<file path="config.mk">
export PLATFORM = sky130hd
export DESIGN_NAME = iir_mac_sequencer
export DESIGN_NICKNAME = d
export VERILOG_FILES = /design/src/rtl/iir_seq_pkg.sv /design/src/rtl/iir_coef_rom.sv /design/src/rtl/iir_mac_sequencer.sv
export SDC_FILE = /design/constraint.sdc
export NUM_CORES = 1
export LEC_CHECK = 0
export CAP_MARGIN = 20
export CORE_MARGIN = 10
export CORE_UTILIZATION = 52
export CTS_BUF_LIST = sky130_fd_sc_hd__clkbuf_4 sky130_fd_sc_hd__clkbuf_8
export DETAILED_ROUTE_END_ITERATION = 10
export DONT_BUFFER_PORTS = 1
export HOLD_SLACK_MARGIN = 0.1
export PLACE_DENSITY = 0.7
export SLEW_MARGIN = 5
export SYNTH_ARGS = -nofsm -noshare
export SYNTH_HDL_FRONTEND = slang
export SYNTH_HIERARCHICAL = 1
export SYNTH_SLANG_ARGS = --single-unit
</file>
<file path="constraint.sdc">
create_clock -name clk -period 13 [get_ports clk]
set_clock_uncertainty 0.1 [all_clocks]
set_input_delay 2.6 -clock clk [delete_from_list [all_inputs] [get_ports clk]]
set_output_delay 2.6 -clock clk [all_outputs]
set_load 0.01 [all_outputs]
</file>
<file path="src/rtl/iir_seq_pkg.sv">
// Shared types and constants for the time-multiplexed 16th-order IIR filter.
// Holds the sequencer state encoding, the default widths and the fixed
// coefficient tables (a1..a16 feedback, b0..b16 feedforward, Q.7 signed).
package iir_seq_pkg;

    typedef enum logic [2:0] {
        IDLE = 3'd0,
        FB   = 3'd1,
        NORM = 3'd2,
        FF   = 3'd3,
        OUT  = 3'd4
    } state_t;

    localparam int DEF_ORDER     = 16;
    localparam int DEF_IN_W      = 8;
    localparam int DEF_COEF_W    = 10;
    localparam int DEF_COEF_FRAC = 7;
    localparam int DEF_STATE_W   = 16;
    localparam int DEF_OUT_W     = 18;
    localparam int DEF_ACC_W     = 36;

    // Feedback taps a1..a16.
    localparam logic signed [DEF_COEF_W-1:0] A_COEF [1:DEF_ORDER] = '{
        10'h080, 10'h373, 10'h14C, 10'h2D6, 10'h1E5, 10'h297, 10'h1AA, 10'h2FA,
        10'h0FA, 10'h384, 10'h060, 10'h3DB, 10'h018, 10'h3FA, 10'h003, 10'h000
    };

    // Feedforward taps b0..b16 (symmetric, odd taps zero).
    localparam logic signed [DEF_COEF_W-1:0] B_COEF [0:DEF_ORDER] = '{
        10'h006, 10'h000, 10'h3D2, 10'h000, 10'h0A1, 10'h000, 10'h2BE, 10'h000,
        10'h193,
        10'h000, 10'h2BE, 10'h000, 10'h0A1, 10'h000, 10'h3D2, 10'h000, 10'h006
    };

endpackage

</file>
<file path="src/rtl/iir_coef_rom.sv">
// Coefficient lookup for the shared MAC: phase 0 selects a_k (feedback pass),
// phase 1 selects b_k (feedforward pass). Out-of-range indices return zero.
module iir_coef_rom
    import iir_seq_pkg::*;
#(
    parameter int K_W = 5
) (
    input  logic                         phase,
    input  logic [K_W-1:0]               k,
    output logic signed [DEF_COEF_W-1:0] coef
);

    // Pure table lookup; a_0 does not exist so index 0 in the feedback phase is zero.
    always_comb begin
        coef = '0;
        if (phase) begin
            if (int'(k) <= DEF_ORDER) coef = B_COEF[k];
        end else begin
            if (k != '0 && int'(k) <= DEF_ORDER) coef = A_COEF[k];
        end
    end

endmodule

</file>
<file path="src/rtl/iir_mac_sequencer.sv">
// Direct-form-II IIR filter built around one multiply-accumulate unit.
// Per sample: load x<<FRAC, subtract a_k*w[k] for k=1..ORDER, normalise into
// w_new, accumulate b_k*w for k=0..ORDER, then hold the result in OUT until
// the consumer takes it; the delay line shifts only on that handshake.
// Build option: define IIR_SEQ_SAT_EN to clamp the state/output conversions
// and drive the sticky sat flag; otherwise conversions wrap and sat is 0.
module iir_mac_sequencer
    import iir_seq_pkg::*;
#(
    parameter int ORDER     = DEF_ORDER,
    parameter int IN_W      = DEF_IN_W,
    parameter int COEF_W    = DEF_COEF_W,
    parameter int COEF_FRAC = DEF_COEF_FRAC,
    parameter int STATE_W   = DEF_STATE_W,
    parameter int OUT_W     = DEF_OUT_W,
    parameter int ACC_W     = DEF_ACC_W
) (
    input  logic                    clk,
    input  logic                    rst,
    input  logic                    flush,
    input  logic signed [IN_W-1:0]  in_data,
    input  logic                    in_valid,
    output logic                    in_ready,
    output logic signed [OUT_W-1:0] out_data,
    output logic                    out_valid,
    input  logic                    out_ready,
    output logic                    busy,
    output logic                    sat
);

    localparam int K_W    = $clog2(ORDER + 1);
    localparam int PROD_W = COEF_W + STATE_W;

    state_t                     state, state_nx;
    logic [K_W-1:0]             k;
    logic                       k_last;
    logic signed [ACC_W-1:0]    acc;
    logic signed [STATE_W-1:0]  w [1:ORDER];
    logic signed [STATE_W-1:0]  w_new;
    logic signed [COEF_W-1:0]   coef;
    logic signed [STATE_W-1:0]  w_sel;
    logic signed [PROD_W-1:0]   prod;
    logic signed [ACC_W-1:0]    prod_ext;
    logic signed [ACC_W-1:0]    in_ext;
    logic signed [ACC_W-1:0]    acc_diff;
    logic signed [ACC_W-1:0]    acc_sum;
    logic signed [ACC_W-1:0]    acc_shr;
    logic signed [ACC_W-1:0]    sum_shr;

`ifdef IIR_SEQ_SAT_EN
    localparam logic signed [ACC_W-1:0] STATE_MAX = {{(ACC_W-STATE_W+1){1'b0}}, {(STATE_W-1){1'b1}}};
    localparam logic signed [ACC_W-1:0] STATE_MIN = {{(ACC_W-STATE_W+1){1'b1}}, {(STATE_W-1){1'b0}}};
    localparam logic signed [ACC_W-1:0] OUT_MAX   = {{(ACC_W-OUT_W+1){1'b0}}, {(OUT_W-1){1'b1}}};
    localparam logic signed [ACC_W-1:0] OUT_MIN   = {{(ACC_W-OUT_W+1){1'b1}}, {(OUT_W-1){1'b0}}};

    function automatic logic state_clamps(input logic signed [ACC_W-1:0] v);
        return (v > STATE_MAX) || (v < STATE_MIN);
    endfunction

    function automatic logic out_clamps(input logic signed [ACC_W-1:0] v);
        return (v > OUT_MAX) || (v < OUT_MIN);
    endfunction

    function automatic logic signed [STATE_W-1:0] sat_state(input logic signed [ACC_W-1:0] v);
        if (v > STATE_MAX) return STATE_MAX[STATE_W-1:0];
        if (v < STATE_MIN) return STATE_MIN[STATE_W-1:0];
        return v[STATE_W-1:0];
    endfunction

    function automatic logic signed [OUT_W-1:0] sat_out(input logic signed [ACC_W-1:0] v);
        if (v > OUT_MAX) return OUT_MAX[OUT_W-1:0];
        if (v < OUT_MIN) return OUT_MIN[OUT_W-1:0];
        return v[OUT_W-1:0];
    endfunction
`else
    function automatic logic signed [STATE_W-1:0] sat_state(input logic signed [ACC_W-1:0] v);
        return v[STATE_W-1:0];
    endfunction

    function automatic logic signed [OUT_W-1:0] sat_out(input logic signed [ACC_W-1:0] v);
        return v[OUT_W-1:0];
    endfunction
`endif

    iir_coef_rom #(
        .K_W (K_W)
    ) u_rom (
        .phase (state == FF),
        .k     (k),
        .coef  (coef)
    );

    assign k_last    = (k == K_W'(ORDER));
    assign in_ready  = (state == IDLE) && !flush;
    assign busy      = (state != IDLE);
    assign out_valid = (state == OUT);

    // MAC operand: the fresh w[n] feeds tap b0, every other tap reads the delay line.
    always_comb begin
        w_sel = w_new;
        if (k != '0) w_sel = w[k];
    end

    assign prod     = PROD_W'(coef) * PROD_W'(w_sel);
    assign prod_ext = ACC_W'(prod);
    assign in_ext   = ACC_W'(in_data) <<< COEF_FRAC;
    assign acc_diff = acc - prod_ext;
    assign acc_sum  = acc + prod_ext;
    assign acc_shr  = acc >>> COEF_FRAC;
    assign sum_shr  = acc_sum >>> COEF_FRAC;

    // State register.
    always_ff @(posedge clk or negedge rst) begin
        if (!rst) state <= IDLE;
        else      state <= state_nx;
    end

    // Next-state logic; flush overrides every transition.
    always_comb begin
        state_nx = state;
        case (state)
            IDLE: if (in_valid && in_ready) state_nx = FB;
            FB:   if (k_last) state_nx = NORM;
            NORM: state_nx = FF;
            FF:   if (k_last) state_nx = OUT;
            OUT:  if (out_ready) state_nx = IDLE;
            default: state_nx = IDLE;
        endcase
        if (flush) state_nx = IDLE;
    end

    // Tap counter, accumulator and w[n] register.
    always_ff @(posedge clk or negedge rst) begin
        if (!rst) begin
            k     <= '0;
            acc   <= '0;
            w_new <= '0;
        end else if (flush) begin
            k     <= '0;
            acc   <= '0;
            w_new <= '0;
        end else begin
            case (state)
                IDLE: if (in_valid) begin
                    acc <= in_ext;
                    k   <= K_W'(1);
                end
                FB: begin
                    acc <= acc_diff;
                    k   <= k + K_W'(1);
                end
                NORM: begin
                    w_new <= sat_state(acc_shr);
                    acc   <= '0;
                    k     <= '0;
                end
                FF: begin
                    acc <= acc_sum;
                    if (!k_last) k <= k + K_W'(1);
                end
                default: ;
            endcase
        end
    end

    // Delay line advances only when the output handshake completes.
    always_ff @(posedge clk or negedge rst) begin
        if (!rst) begin
            for (int i = 1; i <= ORDER; i++) w[i] <= '0;
        end else if (flush) begin
            for (int i = 1; i <= ORDER; i++) w[i] <= '0;
        end else if (state == OUT && out_ready) begin
            w[1] <= w_new;
            for (int i = 2; i <= ORDER; i++) w[i] <= w[i-1];
        end
    end

    // Output register, loaded with the last feedforward term included.
    always_ff @(posedge clk or negedge rst) begin
        if (!rst)                        out_data <= '0;
        else if (state == FF && k_last)  out_data <= sat_out(sum_shr);
    end

`ifdef IIR_SEQ_SAT_EN
    // Sticky clamp indicator, cleared only by flush or reset.
    always_ff @(posedge clk or negedge rst) begin
        if (!rst)        sat <= 1'b0;
        else if (flush)  sat <= 1'b0;
        else if (state == NORM && state_clamps(acc_shr))         sat <= 1'b1;
        else if (state == FF && k_last && out_clamps(sum_shr))   sat <= 1'b1;
    end
`else
    assign sat = 1'b0;
`endif

endmodule

</file>
==> results of run 1 <==
==> path summary, 6_finish.rpt <==
| path | start | end | slack [ps] | depth (start not counted) |
|---|---|---|---|---|
| max | state[1] | acc[24] | 2270 | 35 |
| min | acc[0] | acc[0] | 420 | 2 |
| max reg2reg | state[1] | acc[24] | 2270 | 35 |
| min reg2reg | acc[0] | acc[0] | 420 | 2 |
| max in group asynchronous | rst | w[150] | 10430 | 0 |
| min in group asynchronous | rst | out_data[2] | 1520 | 0 |
==> flip-flops by register name (all words and copies together) (netlist names) <==
name	flops
acc	25
k	5
out_data	18
state	3
w	256
w_new	16
==> area by class of cell <==
class | instances | area [um2] | share of cell area, %
inverters | 220 | 826 | 3.22
multi-input cells | 2048 | 14500 | 56.4
clock inverters | 9 | 83.8 | 0.327
flip-flops and latches | 323 | 8090 | 31.6
clock buffers | 91 | 1160 | 4.55
well taps | 600 | 751 | 2.93
diodes | 1 | 2.50 | 0.00977
repair buffers | 30 | 241 | 0.943
==> kinds of logic (layout without fill, tap and decap cells) <==
group | count (synthesis) | in the layout | synth area share [%]
muxes | 92 | 92 | 7.16
DFF | 323 | 323 | 33.7
buffers and inverters | 385 | 350 | 6.17
other | 1 | 2 | 0.0156
adders and majority gates | 258 | 258 | 17.7
xor gates and xnor gates | 48 | 48 | 1.78
and+or+nand+nor | 1023 | 1023 | 18.1
AOI/OAI and AO/OA | 626 | 626 | 15.3
==> synth_stat cells, drive strengths merged (20+ instances only) <==
cell type	number
inv	219
buf	23
xnor2	36
a21oi	357
fa	137
o21ai	99
nor3	24
clkbuf	142
dfrtp	323
nand2	734
nand2b	20
ha	121
mux4	63
and2	56
mux2i	21
nor2	96
==> layout by cell type (no fill, tap or decap), types with 63 or more instances in the layout <==
cell / netlist / final
o21ai_0: 83 / 83
mux4_2: 63 / 63
ha_1: 121 / 121
nor2_1: 95 / 95
a21oi_1: 357 / 357
dfrtp_1: 323 / 319
nand2_1: 734 / 733
fa_1: 137 / 137
inv_1: 218 / 218
clkbuf_8: 0 / 77
==> metal layers <==
layer / wire length (um) / track usage, %
met5: 0 / 0
met1: 26400 / 29.1
met2: 30200 / 35.5
met4: 1940 / 7.82
met3: 3790 / 3.43
==> through the flow <==
step | instances | hold slack [ps] | utilization, % | cell area [um2] | setup slack (ps)
3_5_place_dp | 3219 | 408 | 53.5 | 24300 | 2440
4_1_cts | 3319 | 423 | 56.3 | 25600 | 2390
3_3_place_gp | 3219 | 396 | 53.5 | 24300 | 2600
2_1_floorplan | 2756 | 378 | - | 24000 | 3620
6_report | 3322 | 416 | 56.3 | 25600 | 2270
5_1_grt | 3321 | 446 | 56.3 | 25600 | 1590
==> power by group through the flow <==
stage | Sequential, mW | Combinational, mW | Clock (mW)
after floorplan | 1.05 | 0.393 | 0
after global placement | 1.07 | 0.500 | 0
after detailed placement | 1.07 | 0.504 | 0
after CTS | 1.05 | 0.507 | 1.05
after global routing | 1.05 | 0.562 | 1.10
final | 1.05 | 0.514 | 1.03
==> tightest hold or removal path: cells and delay by family (launching register included) <==
| kind | cells | cell delay, ps |
|---|---|---|
| flip-flops | 1 | 360 |
| AND/OR/NAND/NOR | 1 | 50 |
| AO/OA/AOI/OAI | 1 | 60 |
==> summary.md, run 1 <==
| Metric | Value |
|---|---|
| Worst-Margin Slew | `about 1100 ps` |
| Crit path max-delay family | `adder cells` |
| Dpl hpwl | `roughly 42000 um` |
| Tightest Hold Check Type | `flop to flop` |
| Total clock sinks | `roughly 320` |
| FMAX | `around 93 MHz` |
| Top_reg_cell synth | `dfrtp_1` |
| Nets@finish | `~3000` |
| # fillers | `slightly above 4000` |
| Crit path DAT | `approximately 11000 ps` |
| Final Hold Fails | `0` |
| Run status | `finished, final reports clean` |
| Syn Nets | `approximately 3000` |
| CP Max Fanout | `23` |
| Final worst-path cycle share | `between 80% and 90%` |
| Vias in the first global route | `approximately 19000` |
| Count of input and output buffers | `0` |
| Hold buffers post-CTS | `0` |
| Flops & latches, synth | `around 320` |
| Gate power share | `between 15 and 20%` |
| Chip Height | `~230 um` |
| Clk root buf | `clkbuf_8` |
| GRT overflow | `0` |
| Iter 0 DRT Violations | `about 1900` |
| Pwr dens | `around 100 mW/mm2` |
| CP required | `roughly 13000 ps` |
| Max-slew headroom | `roughly 26%` |
| Die X | `235 um` |
| Net Sw Frac | `between 30% and 40%` |
| Post-synthesis instance total | `around 2800` |
| Minimum period implied by the final worst setup slack | `about 11000 ps` |
| RSZ-0062 raised after global routing | `no` |
| Worst vdd ir | `between 0.00007 and 0.00008 V` |
| Post-route DRC violation count | `0` |
| Post-CTS Setup Bufs | `0` |
| DRT Pass-1 Iters | `5` |
| Sw power | `approximately 800 uW` |
| Post-synth EDFFs | `0` |
| Power share of the clock group | `around 40%` |
| Post-synthesis cell type count | `86` |
| Post_cts resized | `0` |
| Ys Warns | `6` |
| DR WL/cell | `approximately 19 um` |
| Die area | `between 0.05 and 0.06 mm2` |
| Via count | `about 20000` |
| GRT Overall Usage | `between 20 and 25%` |
| Total Wirelength | `between 60000 and 70000 um` |
| Type of element launching the critical path | `flop` |
| CTS tree | `done` |
| Core ar. | `between 0.04 and 0.05 mm2` |
| Slowest cell on crit path | `dfrtp_1` |
| Boundary Pins | `35` |
| Num CTS Buffers | `between 50 and 60` |
| Worst-Skew Late Latency | `roughly 670 ps` |
| CP bufs+invs | `6` |
| Yosys top cell area share | `33.7%` |
| Leading area contributor after synthesis | `dfrtp_1` |
| # rows | `78` |
| Critical path class | `flop to flop` |
| Placer Congestion | `approximately 0.93` |
| Maxcap violations | `0` |
| Top cells by area, synth | `dfrtp_1, nand2_1, fa_1, a21oi_1, ha_1` |
| Layout cells sized above 1 | `8.49%` |
| Initial antenna violation count | `0` |
| Sequential share of power | `about two fifths` |
| Reg clk slew, reported paths | `70 ps` |
| TNS Setup | `0 ps` |
| H-tree levels | `2` |
| Drt via density | `5.95` |
| Critical Path End Type | `flop` |
| Post-route ant nets | `0` |
| Endpoints failing setup | `0` |
| Async SR Flop Fraction | `100%` |
| Seq/Total Area, Yosys | `between 30% and 40%` |
| CTS max path bufs | `3` |
| P&R area growth vs syn | `6.70%` |
| Power Total | `around 2.6 mW` |
| Syn Area/Cell | `~8.7 um2` |
| Pleak | `11.1 nW` |
| Cell area after synthesis | `between 0.02 and 0.025 mm2` |
| CP max stage delay | `about 900 ps` |
| Max-slew violation count | `0` |
| Largest net degree at the start of global routing | `roughly 320` |
| P_int | `1.80 mW` |
| Global-route wire length before repair | `approximately 100000 um` |
| Initial core utilization | `52.8%` |
Power figures use the tool's default switching activity.
==> run 2: changes to the inputs <==
Clock period 13 ns to 11.1 ns, I/O delays scaled along.
==> summary.md, run 2 (synthesis gave the netlist of run 1 again) <==
| Metric | Value |
|---|---|
| Largest net degree at the start of global routing | `roughly 320` |
| DR WL/cell | `approximately 19 um` |
| Post_cts resized | `0` |
| Die area | `approximately 0.055 mm2` |
| Type of element launching the critical path | `flop` |
| TNS Setup | `0 ps` |
| N_diodes | `0` |
| Count of input and output buffers | `0` |
| Clk root buf | `clkbuf_8` |
| # fillers | `4054` |
| Dpl hpwl | `roughly 42000 um` |
| P&R area growth vs syn | `7.37%` |
| Max reg flops | `around 260` |
| Num CTS Buffers | `57` |
| Critical Path End Type | `flop` |
| Chip Height | `approximately 230 um` |
| Core ar. | `0.0455 mm2` |
| CTS max path bufs | `3` |
| Vias in the first global route | `between 15000 and 20000` |
| FMAX | `just under 100 MHz` |
| Multi-input logic area | `around 0.014 mm2` |
| CP bufs+invs | `6` |
| DRT Pass-1 Iters | `6` |
| Final std cells w/o fill | `between 3000 and 4000` |
| Max-slew headroom | `roughly a fifth` |
| Final Hold Fails | `0` |
| Boundary Pins | `35` |
| Pleak | `11.2 nW` |
| Biggest regs | `w x256, acc x25, out_data x18` |
| Initial antenna violation count | `0` |
| Total Wirelength | `roughly 62000 um` |
| Initial core utilization | `52.8%` |
| Post-CTS Setup Bufs | `0` |
| Commonest non-fill, non-tap cell in the layout | `nand2_1` |
| CP max stage delay | `between 600 and 700 ps` |
| Critical path class | `flop to flop` |
| Layout cells sized above 1 | `approximately 9%` |
| RSZ-0062 raised after global routing | `no` |
| CP required | `11550 ps` |
| Worst vdd ir | `between 0.00009 and 0.0001 V` |
| Placed cells | `around 3200` |
| CP Max Fanout | `12` |
| Worst-Skew Late Latency | `660 ps` |
| Hold Path Depth | `2` |
| Reg clk slew, reported paths | `approximately 70 ps` |
| Crit path DAT | `about 11000 ps` |
| Post-route ant nets | `0` |
| Via count | `a little under 20000` |
| Hold buffers post-CTS | `0` |
| Largest register by flop count | `w` |
| Total clock sinks | `approximately 320` |
| Iter 0 DRT Violations | `1907` |
| Stages on worst setup path | `33` |
| Drt via density | `about 5.9` |
| Global-route wire length before repair | `roughly 100000 um` |
| Die X | `about 230 um` |
| H-tree levels | `2` |
| Maxcap violations | `0` |
| Run status | `finished, final reports clean` |
| Max-slew violation count | `0` |
| Register area | `between 0.008 and 0.009 mm2` |
| Post-route DRC violation count | `0` |
| Worst-Margin Slew | `between 1000 and 1500 ps` |
| Most frequent cells in the layout | `nand2_1, a21oi_1, dfrtp_1, inv_1, fa_1` |
| Minimum period implied by the final worst setup slack | `roughly 10000 ps` |
| Nets@finish | `2956` |
| Final worst-path cycle share | `around nine tenths` |
| GRT Overall Usage | `about 22%` |
| # rows | `78` |
| Placer Congestion | `0.925` |
| GRT overflow | `0` |
| CTS tree | `done` |
| Slowest cell on crit path | `nor4_1` |
| Endpoints failing setup | `0` |
| Worst r2r path cells | `33` |
| Tightest Hold Check Type | `flop to flop` |
| Pwr dens | `between 100 and 150 mW/mm2` |
| Crit path max-delay family | `simple AND/OR/NAND/NOR gates` |
[run 2: worst register-to-register path, delay by kind of cell (launching register included)]
| kind | cells | cell delay (ps) |
|---|---|---|
| DFF | 1 | 350 |
| muxes | 1 | 90 |
| buffers and inverters | 6 | 1020 |
| AOI/OAI and AO/OA | 8 | 1780 |
| and+or+nand+nor | 11 | 3550 |
| adders and majority gates | 7 | 3220 |
[run 2: path summary, 6_finish.rpt]
path / end / start / slack, ps
max reg2reg: acc[24] / state[1] / 890
max: acc[24] / state[1] / 890
min: acc[0] / acc[0] / 420
min reg2reg: acc[0] / acc[0] / 420
min in group asynchronous: out_data[4] / rst / 1160
max in group asynchronous: w[83] / rst / 8970
[run 2: power by group]
part / switching, mW / internal (mW) / leakage (nW)
Sequential: 0.0365 / 1.19 / 4.49
Clock: 0.534 / 0.759 / 0.714
Combinational: 0.372 / 0.233 / 6.02
[run 2: routing by layer]
| layer | share of wire (%) | vias up | track usage (%) |
|---|---|---|---|
| met1 | 43 | 9736 | 29.7 |
| met5 | 0 | - | 0 |
| li1 | - | 9067 | - |
| met2 | 48 | 630 | 36.2 |
| met3 | 6.1 | 118 | 3.12 |
| met4 | 3.0 | 0 | 7.10 |
[run 2: stage by stage]
stage	hold WS (ps)	power [mW]	util [%]	instance area, um2	setup WS [ps]
after global placement	398	1.83	53.7	24400	1310
after global routing	445	3.27	56.7	25800	250
after floorplan	378	1.69	-	24000	1720
final	420	3.13	56.7	25800	893
after detailed placement	408	1.84	53.7	24400	1110
after CTS	423	3.14	56.6	25700	1100
[run 2: layout make-up]
class                           instances  area share, %
Inverter                              220           3.20
Clock inverter                         16          0.908
Timing Repair Buffer                   35           1.18
Tap cell                              600           2.91
Multi-Input combinational cell       2048           56.1
Sequential cell                       323           31.4
Clock buffer                           90           4.32
